<file path="src/rtl/fwd_scoreboard_pkg.sv">
// Shared types for the forwarding scoreboard: in-flight entry layout and
// the bypass-select encoding.
package fwd_scoreboard_pkg;

    // Entry fields are sized for the widest supported configuration;
    // narrower register indices are zero-extended into rd.
    localparam int RD_W   = 8;
    localparam int CNT_W  = 3;
    localparam int SEL_RF = 0;

    typedef struct packed {
        logic             valid;
        logic [RD_W-1:0]  rd;
        logic [CNT_W-1:0] cnt;
    } entry_t;

    function automatic logic [CNT_W-1:0] dec_sat(input logic [CNT_W-1:0] c);
        return (c == '0) ? c : c - CNT_W'(1);
    endfunction

endpackage

</file>
<file path="src/rtl/fwd_port_match.sv">
// Youngest-producer search for one read port: picks the bypass entry or
// flags a hazard when the youngest producer's result is not ready yet.
module fwd_port_match
    import fwd_scoreboard_pkg::*;
#(
    parameter int REG_BITS = 5,
    parameter int DEPTH    = 3,
    parameter int LAT_BITS = 2
) (
    input  entry_t [DEPTH:1]      entries_i,
    input  logic [REG_BITS-1:0]   rs_i,
    output logic [LAT_BITS-1:0]   sel_o,
    output logic                  hazard_o
);

    logic found;

    always_comb begin
        sel_o    = LAT_BITS'(SEL_RF);
        hazard_o = 1'b0;
        found    = 1'b0;
        // Scan from youngest to oldest; the first producer decides, so an
        // older ready copy never masks a younger pending one.
        for (int k = 1; k <= DEPTH; k++) begin
            if (!found && entries_i[k].valid && entries_i[k].rd != '0 &&
                entries_i[k].rd == RD_W'(rs_i)) begin
                found = 1'b1;
                if (entries_i[k].cnt != '0) begin
                    hazard_o = 1'b1;
                end else begin
                    sel_o = LAT_BITS'(k);
                end
            end
        end
    end

endmodule

</file>
<file path="src/rtl/fwd_scoreboard.sv">
// Tracks in-flight register writers ahead of the consumer and produces
// per-port bypass selects plus a load-use stall.
module fwd_scoreboard
    import fwd_scoreboard_pkg::*;
#(
    parameter int REG_BITS   = 5,
    parameter int NREAD      = 2,
    parameter int DEPTH      = 3,
    localparam int LAT_BITS  = $clog2(DEPTH + 1)
) (
    input  logic                            clk,
    input  logic                            rst,
    input  logic                            hold,
    input  logic                            flush,
    input  logic                            issue_valid,
    input  logic                            issue_regwrite,
    input  logic [REG_BITS-1:0]             issue_rd,
    input  logic [LAT_BITS-1:0]             issue_lat,
    input  logic [NREAD-1:0][REG_BITS-1:0]  rs,
    output logic [NREAD-1:0][LAT_BITS-1:0]  sel,
    output logic                            stall,
    output logic [15:0]                     stall_cnt
);

    entry_t [DEPTH:1]     entries_q, entries_d;
    logic [15:0]          stall_cnt_q, stall_cnt_d;
    logic [NREAD-1:0]     hazard;
    logic [LAT_BITS-1:0]  lat_eff;

    for (genvar i = 0; i < NREAD; i++) begin : g_port
        fwd_port_match #(
            .REG_BITS (REG_BITS),
            .DEPTH    (DEPTH),
            .LAT_BITS (LAT_BITS)
        ) u_match (
            .entries_i (entries_q),
            .rs_i      (rs[i]),
            .sel_o     (sel[i]),
            .hazard_o  (hazard[i])
        );
    end

    assign stall     = |hazard;
    assign stall_cnt = stall_cnt_q;

    // Out-of-range latencies behave like a single-stage ALU result.
    assign lat_eff = (issue_lat == '0 || issue_lat > LAT_BITS'(DEPTH)) ?
                     LAT_BITS'(1) : issue_lat;

    always_comb begin
        entries_d   = entries_q;
        stall_cnt_d = stall_cnt_q;
        if (!hold) begin
            for (int k = DEPTH; k >= 2; k--) begin
                entries_d[k]     = entries_q[k-1];
                entries_d[k].cnt = dec_sat(entries_q[k-1].cnt);
            end
            entries_d[1] = '0;
            if (!stall && issue_valid && !flush && issue_regwrite) begin
                entries_d[1].valid = 1'b1;
                entries_d[1].rd    = RD_W'(issue_rd);
                entries_d[1].cnt   = CNT_W'(lat_eff - LAT_BITS'(1));
            end
            if (stall && stall_cnt_q != 16'hFFFF) begin
                stall_cnt_d = stall_cnt_q + 16'd1;
            end
        end
    end

    always_ff @(posedge clk) begin
        if (rst) begin
            entries_q   <= '0;
            stall_cnt_q <= '0;
        end else begin
            entries_q   <= entries_d;
            stall_cnt_q <= stall_cnt_d;
        end
    end

endmodule

</file>
<file path="config.mk">
export PLATFORM = sky130hd
export DESIGN_NAME = fwd_scoreboard
export DESIGN_NICKNAME = d
export VERILOG_FILES = /design/src/rtl/fwd_scoreboard_pkg.sv /design/src/rtl/fwd_port_match.sv /design/src/rtl/fwd_scoreboard.sv
export SDC_FILE = /design/constraint.sdc
export NUM_CORES = 1
export LEC_CHECK = 0
export CAP_MARGIN = 5
export CORE_UTILIZATION = 30
export CTS_BUF_LIST = sky130_fd_sc_hd__clkbuf_8
export CTS_CLUSTER_SIZE = 14
export DETAILED_ROUTE_END_ITERATION = 8
export PLACE_DENSITY = 0.5
export RECOVER_POWER = 25
export SLEW_MARGIN = 20
export SYNTH_ARGS = -nofsm -noshare
export SYNTH_HDL_FRONTEND = slang
export SYNTH_SLANG_ARGS = --single-unit
</file>
<file path="constraint.sdc">
create_clock -name clk -period 3.45 [get_ports clk]
set_clock_uncertainty 0.15 [all_clocks]
set_input_delay 0.8625 -clock clk [delete_from_list [all_inputs] [get_ports clk]]
set_output_delay 0.8625 -clock clk [all_outputs]
set_load 0.02 [all_outputs]
</file>
[Word-level counts from Yosys, hierarchy flattened]
Cells that the tools add are included.
Word-level totals
  bits in registers: 52
  input port bits: 23
  output and inout bits: 21
  logic and storage cells: 90
Operators by class
  $add $sub $neg: 4
  order comparisons: 1
  eq/ne operators: 7
  muxes and demuxes: 30
  bitwise logic cells: 1
  reductions and logical operators: 37
Operators by type and width (count)
  $eq A8 B5 Y1: 6
  $reduce_bool A8 Y1: 3
  $mux W2: 10
  $logic_and A1 B1 Y1: 19
  $mux W1: 17
  $add A16 B1 Y16 const B: 1
  $ne A16 B16 Y1 const B: 1
  $mux W12: 1
  $reduce_bool A3 Y1: 3
  $logic_not A1 Y1: 6
  $logic_not A3 Y1: 2
  $mux W3: 2
  $sub A3 B1 Y3 const B: 2
  $sub A2 B1 Y3 const B: 1
  $gt A2 B2 Y1 const B: 1
  $logic_not A2 Y1: 1
  $reduce_and A2 Y1: 1
  $reduce_or A2 Y1: 1
  $logic_or A1 B1 Y1: 1
  $not A1 Y1: 1

[Depth between registers and ports, before layout]
  word-level depth: 20
  gate-level depth with buffers: 9
  depth with buffers taken out: 9

[Cells and area by module]
Synthesis repeated with hierarchy kept, for this count alone.
Unflattened totals
  cells, all modules: 291
  area, all modules: 2608.8 um^2
By module, submodules not included
  fwd_scoreboard: times used 1, cells an instance 207, area an instance 1908.1 um^2, sequential area each 860.8 um^2
  fwd_port_match: times used 2, cells an instance 42, area an instance 350.3 um^2, sequential area each 0.0 um^2

[Worst setup path after synthesis]
OpenSTA, ideal clock, no wires.
  path kind: input -> output
  start: in rs[9] (netlist bit)
  end: out stall
  data arrival time: 2.134 ns
  required time: 2.438 ns
  path slack: 0.304 ns
  cell stages on the path: 6
  buffers on the path: 0
  cell sequence: xnor2_1 > nand4_1 > or3_1 > a22oi_2 > nor2_1 > or3b_4
Between the ends
  longest elaborated chain between the ends: 14
  elaborated cells on any way between the ends: 20
  those cells by class: eq/ne: 3; mux: 7; reduce/logical: 10
Ends and longest elaborated chain
  start, declared: line fwd_scoreboard.sv:19  | input logic [NREAD-1:0][REG_BITS-1:0] rs,
  $eq A8 B5 Y1: line fwd_port_match.sv:26  | entries_i[k].rd == RD_W'(rs_i)) begin
  $logic_and A1 B1 Y1: line fwd_port_match.sv:25  | if (!found && entries_i[k].valid && entries_i[k].rd != '0 &&
  $mux W1: line fwd_port_match.sv:25
  $logic_not A1 Y1: line fwd_port_match.sv:25
  $logic_and A1 B1 Y1 (3 in a row): line fwd_port_match.sv:25
  $mux W1: line fwd_port_match.sv:25
  $logic_not A1 Y1: line fwd_port_match.sv:25
  $logic_and A1 B1 Y1 (3 in a row): line fwd_port_match.sv:25
  $mux W1 (*): line fwd_port_match.sv:25
  $reduce_or A2 Y1 (*): line fwd_scoreboard.sv:43  | assign stall = |hazard;
  end, declared: line fwd_scoreboard.sv:21  | output logic stall,
Mark *: on every way between the ends. The rest lies on a longest branch, timed or not.

[Worst setup path in the final report]
  start: in rs[7] (netlist bit)
  end: out stall
The elaborated chain is that of the path after synthesis.

==> flow_summary.json <==
{
  "port_buffers": 43,
  "cp_common_cell": "buf_6",
  "yosys_warnings": 0,
  "dieArea_um2": 8352,
  "wl_mm": 6.185,
  "min_path_cells": 2,
  "ys_ff_latch": 43,
  "total_power_mw": 0.9700,
  "placed_cell_area_um2": 3256,
  "worstSetupStartpointType": "input port",
  "fin_nets": 388,
  "dp_cells": 450,
  "nFillCells": 765,
  "setup_violations": 1,
  "dp_hpwl_mm": 4.562,
  "cts_sinks": 43,
  "num_rows": 32,
  "crit_fanout": 3,
  "power_density_nw_per_um2": 274.3,
  "track_usage_pct": 14.96,
  "synth_top_area_share_pct": 35.91,
  "cap_viol_max_count": 1,
  "synth_async_sr_flop_share_pct": 0,
  "grt_pass1_wl_mm": 9.998,
  "cp.arrival_ps": 2460,
  "ant_nets": 0,
  "root_buffer": "clkbuf_8",
  "syn_nets": 298,
  "die_w_um": 91.39,
  "finish.instance_area_um2": 3536,
  "hold_start": "stall_cnt[1]",
  "synth_area_per_cell_um2": 8.912,
  "critPathMaxStageDelay_ps": 400,
  "initialDrtViolationCount": 46,
  "clock_path_buffers": 2,
  "ys.flop_type": "dfxtp_1",
  "drive_gt1_share_pct": 29.17,
  "crit_type": "input port to primary output",
  "cpLargestDelayFamily": "simple AND/OR/NAND/NOR gates",
  "tns_ps": -24.40,
  "drt-pass1-iter-count": 4,
  "via_per_inst": 4.740,
  "end_kind": "primary output",
  "r2r_cells": 11,
  "drc": 0,
  "antenna_found_initial": 0,
  "p_leak_nw": 1.419,
  "die_h_um": 91.39,
  "yosys.area.top_type": "dfxtp_1",
  "ff2ff_setup_slack_ps": 570,
  "violations": "max-capacitance violations, max-slew violations, negative setup slack",
  "h-tree-depth": 2,
  "grt_max_degree": 26,
  "clk_latency_ps": 300,
  "clk_pin_slew_ps": 80,
  "synth-edff-count": 0,
  "crit_chain": "buf_8 > xnor2_2 > nand4_1 > buf_4 > nor3_4 > buf_6 > nor4_4 > o21ai_1 > or3b_4 > buf_6",
  "diodes": 0,
  "coreArea_um2": 7727,
  "yosysSeqAreaShare_pct": 35.91,
  "fin_util_pct": 45.76,
  "cts_buffers": 5,
  "io_pins": 44,
  "area_growth_pct": 47.49,
  "slowest_stage": "or3b_4",
  "multi_input_area_um2": 1624,
  "ys_types": 45,
  "dr_total_vias": 2190,
  "finalCritPeriodShare_pct": 100.7,
  "status": "complete, but fails checks",
  "holdPathEnd": "stall_cnt[1]",
  "stdcell_count": 462,
  "required_ps": 2440,
  "worstMarginPinSlew_ps": 1534,
  "final_max_slew_viol_count": 26,
  "rsz0062_at_grt": "true",
  "syn_area_um2": 2397,
  "r2r_end": "entries_q[4]",
  "place.gp.congestion": 0.8228,
  "hold_class": "flop to flop",
  "slew_headroom_pct": -2.279,
  "critPathBufInv": 4,
  "grt_pass1_vias": 2128,
  "irDropWorstVdd_uv": 118.3,
  "netlist_top_cells_area": "dfxtp_1, xnor2_1, mux2i_1",
  "avgRoutedWirePerCell_um": 13.39,
  "cts_hold_buf": 0,
  "final-seq-area_um2": 864.6,
  "max_freq_ghz": 0.2878,
  "syn_inst": 269,
  "worst_r2r_startpoint": "entries_q[18]",
  "finalHoldViolCount": 0,
  "min_period_ps": 3474,
  "start_util_pct": 31.02,
  "cts_tree": "done",
  "setup_slack_ps": -24.40,
  "overflow": 0
}
[metrics by stage]
step,hold slack (ps),worst slack [ps]
CTS,353.6,-43.78
global placement,327.0,-805.2
floorplan,308.5,303.8
finish,344.2,-24.40
detailed placement,339.2,-829.9
global route,363.9,-78.73
[area by class of cell]
cell class              count  share of cell area (%)
clock buffers               7                   2.725
clock inverters             1                  0.2123
inverters                  11                   1.168
multi-input cells         207                   45.93
flip-flops and latches     43                   24.45
well taps                 102                   3.609
repair buffers             91                   21.90
[cells in the mapped netlist (7+ instances only)]
| library cell | count |
|---|---|
| dfxtp_1 | 43 |
| xor2_1 | 16 |
| a21oi_1 | 15 |
| nand2_1 | 16 |
| inv_1 | 11 |
| nand3_1 | 9 |
| xnor2_1 | 22 |
| or4_1 | 7 |
| nor2_1 | 36 |
| mux2i_1 | 14 |
[power breakdown]
group	internal (mW)	switching (mW)
clock network	0.182	0.177
registers	0.499	0.00266
logic	0.0577	0.0516
total	0.738	0.232
[sequential cells by signal, indices dropped and copies added (netlist names)]
register,flops
stall_cnt,16
entries_q,27
[placed cells by master (no fill, tap or decap), drive strengths merged, types with 7 or more instances in the layout]
cell,instances
nand2,16
clkdlybuf4s50,27
a21oi,15
dfxtp,43
o21ai,9
inv,11
xor2,16
xnor2,22
nand3,9
or4,8
clkbuf,8
nor2,39
nor4,7
buf,61
mux2i,14
[worst max path at each step]
| stage | startpoint | endpoint | depth (start not counted) |
|---|---|---|---|
| after floorplan | rs[9] | stall | 6 |
| after global placement | rs[9] | stall | 8 |
| after detailed placement | rs[9] | stall | 8 |
| after CTS | rs[7] | stall | 8 |
| after global routing | rs[7] | stall | 10 |
| final | rs[7] | stall | 10 |
[worst register-to-register path: stages, from the launching register on]
cell and delay [ps]:
dfxtp_2 330, or4_4 540, nor2_4 200, nor4_4 90
buf_4 150, a22oi_2 190, nor2_1 70, or3b_4 400
buf_4 150, nor4_4 230, buf_4 190, a22o_1 140
[metal layers]
metal / global-route usage (%) / up-vias / part of all wire [%]
met5: 0 / - / 0
met4: 3.968 / 0 / 1.0
met3: 3.434 / 6 / 3.5
met2: 25.56 / 43 / 48
met1: 18.78 / 1014 / 47
li1: - / 1127 / -
[kinds of logic after synthesis]
logic type                 Yosys count  synth area share, %
and+or+nand+nor                    103                24.06
AOI/OAI and AO/OA                   45                13.73
DFF                                 43                35.91
xor gates and xnor gates            38                13.88
buffers and inverters               19                2.975
muxes                               15                6.315
adders and majority gates            6                3.131
[timing repair]
| action | CTS | global route |
|---|---|---|
| resized for setup | 64 | 40 |
| setup endpoints to repair | 5 | 5 |
| setup buffers | 3 | 2 |
| pin swaps | 18 | 23 |
No activity file was read; power rests on OpenSTA's default activity.
